<file path="config.mk">
export PLATFORM = sky130hd
export DESIGN_NAME = seq_divider4
export DESIGN_NICKNAME = d
export VERILOG_FILES = /design/src/rtl/seq_divider4_pkg.sv /design/src/rtl/fullsubtractor.sv /design/src/rtl/seq_divider4.sv
export SDC_FILE = /design/constraint.sdc
export NUM_CORES = 1
export LEC_CHECK = 0
export ABC_AREA = 1
export BUFFER_PORTS_ARGS = -buffer_cell sky130_fd_sc_hd__buf_4
export CAP_MARGIN = 30
export CORE_MARGIN = 1.5
export CORE_UTILIZATION = 45
export DETAILED_ROUTE_END_ITERATION = 7
export PLACE_DENSITY_LB_ADDON = 0.08
export RECOVER_POWER = 25
export SETUP_SLACK_MARGIN = 0.3
export SLEW_MARGIN = 20
export SYNTH_ARGS = -nofsm -noshare
export SYNTH_HDL_FRONTEND = slang
export SYNTH_SLANG_ARGS = --single-unit
</file>
<file path="constraint.sdc">
create_clock -name clk -period 2.65 [get_ports clk]
set_input_delay 0.53 -clock clk [delete_from_list [all_inputs] [get_ports clk]]
set_output_delay 0.53 -clock clk [all_outputs]
set_load 0.01 [all_outputs]
</file>
<file path="src/rtl/seq_divider4_pkg.sv">
// Shared definitions for the sequential 4-bit divider: state encoding,
// operand width and the quotient reported on divide-by-zero.
package seq_divider4_pkg;
  localparam int WIDTH = 4;

  typedef logic [WIDTH-1:0] nibble_t;

  localparam logic [1:0] ST_IDLE = 2'd0;
  localparam logic [1:0] ST_CALC = 2'd1;
  localparam logic [1:0] ST_DONE = 2'd2;

  localparam nibble_t DBZ_QUOTIENT = 4'hF;
endpackage

</file>
<file path="src/rtl/fullsubtractor.sv">
// 4-bit adder/subtractor: i_s=1 computes i_a - i_b with o_cout=1 meaning
// no borrow (i_a >= i_b); i_s=0 computes i_a + i_b.
module fullsubtractor
  import seq_divider4_pkg::*;
(
  input  logic    i_s,
  input  nibble_t i_a,
  input  nibble_t i_b,
  output nibble_t o_sum,
  output logic    o_cout
);
  logic [WIDTH:0] w_total;
  logic [WIDTH-1:0] w_b_eff;

  // Two's-complement subtract: invert B and inject the carry-in.
  assign w_b_eff = i_b ^ {WIDTH{i_s}};
  assign w_total = {1'b0, i_a} + {1'b0, w_b_eff} + {{WIDTH{1'b0}}, i_s};
  assign o_sum   = w_total[WIDTH-1:0];
  assign o_cout  = w_total[WIDTH];
endmodule

</file>
<file path="src/rtl/seq_divider4.sv">
// Multi-cycle unsigned 4-bit restoring divider, one quotient bit per cycle,
// built around the shared subtractor with a start/busy/done handshake.
module seq_divider4
  import seq_divider4_pkg::*;
(
  input  logic       clk,
  input  logic       rst_n,
  input  logic       start,
  input  logic [3:0] dividend,
  input  logic [3:0] divisor,
  output logic       busy,
  output logic       done,
  output logic [3:0] quotient,
  output logic [3:0] remainder,
  output logic       dbz
);
  logic [1:0] r_state;
  logic [1:0] r_count;
  nibble_t    r_rem;
  nibble_t    r_q;
  nibble_t    r_dvd;
  nibble_t    r_dvs;
  nibble_t    r_quotient;
  nibble_t    r_remainder;
  logic       r_dbz;
  logic       r_dbz_pend;

  nibble_t    w_t;
  nibble_t    w_sub;
  nibble_t    w_rem_next;
  nibble_t    w_q_next;
  logic       w_cout;
  logic       w_take;
  logic       w_accept;

  // Dividend bits are consumed MSB-first by shifting r_dvd left.
  assign w_t = {r_rem[2:0], r_dvd[3]};

  fullsubtractor u_sub (
    .i_s    (1'b1),
    .i_a    (w_t),
    .i_b    (r_dvs),
    .o_sum  (w_sub),
    .o_cout (w_cout)
  );

  // A set R[3] means T overflowed 4 bits, so it certainly exceeds the divisor.
  assign w_take     = r_rem[3] | w_cout;
  assign w_rem_next = w_take ? w_sub : w_t;
  assign w_q_next   = {r_q[2:0], w_take};
  assign w_accept   = start && !r_dbz_pend &&
                      ((r_state == ST_IDLE) || (r_state == ST_DONE));

  always_ff @(posedge clk or negedge rst_n) begin
    if (!rst_n) begin
      r_state     <= ST_IDLE;
      r_count     <= 2'd0;
      r_rem       <= '0;
      r_q         <= '0;
      r_dvd       <= '0;
      r_dvs       <= '0;
      r_quotient  <= '0;
      r_remainder <= '0;
      r_dbz       <= 1'b0;
      r_dbz_pend  <= 1'b0;
    end else begin
      case (r_state)
        ST_CALC: begin
          r_rem   <= w_rem_next;
          r_q     <= w_q_next;
          r_dvd   <= {r_dvd[2:0], 1'b0};
          r_count <= r_count + 2'd1;
          if (r_count == 2'd3) begin
            r_quotient  <= w_q_next;
            r_remainder <= w_rem_next;
            r_dbz       <= 1'b0;
            r_state     <= ST_DONE;
          end
        end
        default: begin
          // Divide-by-zero settles one cycle after acceptance with busy low.
          if (r_dbz_pend) begin
            r_dbz_pend  <= 1'b0;
            r_quotient  <= DBZ_QUOTIENT;
            r_remainder <= r_dvd;
            r_dbz       <= 1'b1;
            r_state     <= ST_DONE;
          end else if (w_accept) begin
            r_dvd <= dividend;
            r_dvs <= divisor;
            r_rem <= '0;
            r_q   <= '0;
            r_count <= 2'd0;
            if (divisor != 4'd0) begin
              r_state <= ST_CALC;
            end else begin
              r_dbz_pend <= 1'b1;
              r_state    <= ST_IDLE;
            end
          end else begin
            r_state <= ST_IDLE;
          end
        end
      endcase
    end
  end

  assign busy      = (r_state == ST_CALC);
  assign done      = (r_state == ST_DONE);
  assign quotient  = r_quotient;
  assign remainder = r_remainder;
  assign dbz       = r_dbz;
endmodule

</file>
; ---- Yosys cells after proc, flatten, opt, wreduce, memory -nomap -nowiden
; Cells that the tools add are included.
[word_totals]
in_bits = 11
word_cells = 61
ff_bits = 29
[classes]
n_mux = 28
eq_ne = 5
n_addsub = 3
reduce_logical = 11
bitwise_logic = 4
[op_table]
columns = cell, n
row1 = $mux W4, 13
row2 = $mux W2, 7
row3 = $mux W1, 7
row4 = $add A4 B4 Y5, 1
row5 = $add A5 B1 Y5 const B, 1
row6 = $eq A2 B2 Y1 const B, 2
row7 = $not A4 Y4, 1
row8 = $reduce_and A2 Y1, 2
row9 = $reduce_bool A2 Y1, 2
row10 = $reduce_bool A4 Y1, 1
row11 = $mux W3, 1
row12 = $reduce_and A3 Y1, 1
row13 = $add A2 B1 Y2 const B, 1
row14 = $eq A2 B1 Y1 const B, 1
row15 = $logic_and A1 B1 Y1, 2
row16 = $logic_not A2 Y1, 1
row17 = $ne A2 B1 Y1 const B, 1
row18 = $ne A2 B2 Y1 const B, 1
row19 = $not A1 Y1, 2
row20 = $logic_not A1 Y1, 1
row21 = $logic_or A1 B1 Y1, 1
row22 = $or A1 B1 Y1, 1

; ---- Longest topological paths before layout
[depth]
depth_word = 7
depth_mapped = 12

; ---- By module
; A second synthesis with hierarchy kept.
[hier_totals]
hier_cells = 178
hier_area_um2 = 1500.2
[modules_own_cells]
columns = mod, cells_each, instances, seq_area_each_um2, area_each_um2
row1 = seq_divider4, 154, 1, 725.7, 1330.0
row2 = fullsubtractor, 24, 1, 0.0, 170.2

; ---- Least setup slack after synthesis
; Ideal clock, no wire load.
[synth_path]
kind = flip-flop to flip-flop
startpoint = reg r_dvd[3]
endpoint = reg r_remainder[3], in the netlist remainder[3]
path_slack_ns = 1.001
setup_time_ns = 0.065
stages_incl_launch_ff = 13
arrival_time_ns = 1.584
path_buffers = 0
path_cell_list = dfrtp_1 > inv_1 > ha_1 > fa_1 > inv_1 > nand3_1 > nand3_2 > nand2_1 > inv_1 > nand2_1 > nand2_1 > nand2_1 > nand2_1
[synth_between]
elab_chain_cells = 6
[synth_rtl]
columns = element, line_no
row1 = start: declaration, seq_divider4.sv:21  ; nibble_t r_dvd;
row2 = start signal: assignment, seq_divider4.sv:71  ; r_dvd <= {r_dvd[2:0], 1'b0};
row3 = start signal: assignment, seq_divider4.sv:89  ; r_dvd <= dividend;
row4 = $add A4 B4 Y5, fullsubtractor.sv:17  ; assign w_total = {1'b0, i_a} + {1'b0, w_b_eff} + {{WIDTH{1'b0}}, i_s};
row5 = $add A5 B1 Y5, fullsubtractor.sv:17
row6 = $or A1 B1 Y1, seq_divider4.sv:48  ; assign w_take = r_rem[3] | w_cout;
row7 = $mux W4, seq_divider4.sv:49  ; assign w_rem_next = w_take ? w_sub : w_t;
row8 = $mux W4, seq_divider4.sv:73  ; if (r_count == 2'd3) begin
row9 = $mux W4 *, seq_divider4.sv:67  ; case (r_state)
row10 = end signal: assignment, seq_divider4.sv:75  ; r_remainder <= w_rem_next;
row11 = end signal: assignment, seq_divider4.sv:85  ; r_remainder <= r_dvd;
row12 = end: declaration, seq_divider4.sv:24  ; nibble_t r_remainder;
; Every way passes the cells marked *; elsewhere a longest branch is shown, timed or not. The select of a mux whose other input is x is not followed.
; A chain may end at the register's enable or synchronous reset.

; ---- Worst setup path in the final report
[layout_path]
startpoint = reg r_state[0]
endpoint = out busy
[layout_between]
elab_chain_cells = 1
[layout_rtl]
columns = element, line_no
row1 = start: declaration, seq_divider4.sv:17  ; logic [1:0] r_state;
row2 = start signal: assignment, seq_divider4.sv:56  ; r_state <= ST_IDLE;
row3 = start signal: assignment, seq_divider4.sv:77  ; r_state <= ST_DONE;
row4 = start signal: assignment, seq_divider4.sv:87  ; r_state <= ST_DONE;
row5 = $eq A2 B1 Y1, seq_divider4.sv:108  ; assign busy = (r_state == ST_CALC);
row6 = end: declaration, seq_divider4.sv:11  ; output logic busy,
; Every way passes these cells.

==> run summary <==
Cell taking the most area after synthesis: dfrtp_1
Outcome: finished with violations
WP data arrival: 1.39 ns
Residual DRC: 0
Final cycle utilization of the critical path: 72.4%
Cell Area, Synth: 1510 um2
Setup-failing EPs final: 0
Reg clk slew, reported paths: 0.09 ns
DP HPWL: 2140 um
Largest net degree at the start of global routing: 30
Maximum clock rate: 0.522 GHz
TritonCTS Sinks: 29
Startpoint Class: flip-flop
Die Area: 3720 um2
FF-to-FF Start: r_dvd[3]
Num CTS Buffers: 5
Fin. Hold Viols: 0
WL/cell: 12.6 um
Layout Nets: 201
Cts hold-fix bufs: 0
Violated checks: max-capacitance violations
Die Span Y: 61 um
Maximum VDD drop: 0.000638 V
Initial antenna violation count: 0
Clock H-tree levels: 2
Synthesis-to-finish area growth: 17.2%
RSZ-0062 raised after global routing: no
Vias in the first global route: 1073
Starting Density: 48.4%
Crit-path max FO: 15
Port bufs: 21
Final wirelength: 2880 um
R2R depth: 12
CTS tree: built
Ports: 22
End of the worst hold path: r_dvd[0]
Crit path kind: reg2out
Gr ovfl total: 0
Hold crit path type: in2reg
Setup Fix Bufs, Post-CTS: 0
R2r setup slk: 0.77 ns
Slew @ Worst Pin: 1.49 ns
Average size of a mapped cell: 9.52 um2
Routed Antenna Nets: 0
Final Core Density: 56.7%
Rel. slew slack: 0.733%
Post-synth top area share: 47.9%
Setup crit end kind: output pin
Aggregate global-route resource usage: 19.0%
Clk_lat worst skew: 0.34 ns
RD Place Congestion: 0.790
Reg-to-Reg End: remainder[3]
Rows: 20
Hold Startpoint: dividend[0]
Hold Path Stages: 3
Number of diodes: 0
Die width: 61 um
CORE AREA: 3130 um2
Synth top area cells: dfrtp_1 48%, nand2_1 7.2%, inv_1 5.7%
FF+latch count, synth: 29
First-pass GRT wire length: 5000 um
Minimum clock period: 1.92 ns
Synth unique cells: 36
Seq/Total Area, Yosys: 47.9%
Worst-case hold slack: 0.406 ns
Critical path required time: 2.12 ns
Max Root-Sink Buffers: 2
Clock skew: 0.0129 ns
Post-Syn Instances: 159
Root Driver: clkbuf_4
Net Count, Synth: 176
Setup TNS: 0 ns
Share of layout cells above drive strength 1: 26.5%
PwrDens: 1380 nW/um2
Maxcap violations: 1
Via Count: 1100
First-pass detailed-route iteration total: 4
Synth warn: 0
CTS resizes: 0
Pleak: 0.000909 uW
Initial drt markers: 36
Vias per inst: 4.80
Max-slew violations: 0
[final cells by class]
cell class / instances / area (um2)
Timing Repair Buffer: 21 / 154
Inverter: 26 / 105
Sequential cell: 29 / 726
Clock buffer: 7 / 55.1
Tap cell: 44 / 55.1
Clock inverter: 1 / 30.0
Multi-Input combinational cell: 101 / 649
Fill cell: 305 / 1350
[layout by cell type (no fill, tap or decap), types with 2 or more instances in the layout]
| master | netlist | layout |
|---|---|---|
| or2_1 | 2 | 2 |
| nand2_8 | 2 | 2 |
| o21ai_1 | 2 | 2 |
| nand2_1 | 29 | 29 |
| dfrtp_1 | 29 | 29 |
| nor2_1 | 8 | 8 |
| a21oi_1 | 2 | 2 |
| nor2_2 | 2 | 2 |
| nand3b_1 | 3 | 3 |
| a211oi_2 | 2 | 2 |
| o21ai_0 | 12 | 12 |
| nand3_2 | 2 | 2 |
| clkbuf_4 | 0 | 5 |
| nand2_2 | 5 | 5 |
| nand3_1 | 8 | 8 |
| inv_1 | 23 | 23 |
| ha_1 | 5 | 5 |
| clkbuf_1 | 0 | 2 |
| nand2_4 | 3 | 3 |
| o211ai_1 | 2 | 2 |
| buf_4 | 1 | 20 |
[kinds of logic (layout without fill, tap and decap cells)]
kind of cell	count (synthesis)	count (layout)	share of synthesized area, %
buffers and inverters	29	55	9.17
xor gates and xnor gates	1	1	0.579
DFF	29	29	47.9
AOI/OAI and AO/OA	25	25	10.5
and+or+nand+nor	69	69	26.4
adders and majority gates	6	6	5.45
[state kept, by name (all words and copies together), names as in the netlist]
name,count
r_count,2
r_dvs,4
r_dvd,4
r_rem,4
dbz,1
remainder,4
r_state,2
quotient,4
r_q,3
r_dbz_pend,1
[Yosys cell counts, drive strengths merged]
library cell  count
ha                5
buf               3
a31oi             1
o211ai            2
nand3b            3
or2               3
a22o              1
o22ai             1
clkinv            1
o221ai            1
fa                1
xnor2             1
a211oi            2
a21oi             3
o21ai            14
nand2            39
inv              25
dfrtp            29
nand4             1
nor3              2
nand3            10
nor2             11
[how the worst max path moves through the flow]
stage,startpoint,endpoint,slack [ns]
final,r_state[0],busy,0.73
after global routing,r_dvd[3],remainder[3],0.60
after CTS,r_state[0],busy,0.71
after detailed placement,r_dvd[3],remainder[3],0.79
after global placement,r_dvd[3],remainder[3],0.86
after floorplan,r_dvd[3],remainder[3],1.00
[worst max-delay path, stage by stage (launching register included)]
cell and delay, ns:
dfrtp_1 0.42, nand2_4 0.24, clkinv_4 0.20, buf_4 0.19
[per-stage QoR]
stage	setup WS, ns	std cells	cell area (um2)	total power, uW
after CTS	0.712	229	1780	2480
after global placement	0.860	221	1690	2050
after floorplan	1.00	159	1510	1770
after detailed placement	0.793	221	1690	2090
final	0.732	229	1770	2440
after global routing	0.602	229	1770	2680
[power breakdown]
part	switching, uW	leakage, uW	total (uW)	internal, uW
clock network	157	0.0000455	382	225
registers	122	0.000357	776	654
logic	768	0.000507	1280	515
[routing by layer]
| layer | up-vias | global-route usage (%) | share of wire (%) |
|---|---|---|---|
| met1 | 501 | 24.5 | 47 |
| met4 | 0 | 9.32 | 2.4 |
| li1 | 566 | - | - |
| met2 | 26 | 29.8 | 45 |
| met3 | 7 | 4.90 | 4.8 |
| met5 | - | 0 | 0 |
(Power assumes the default switching activity.)
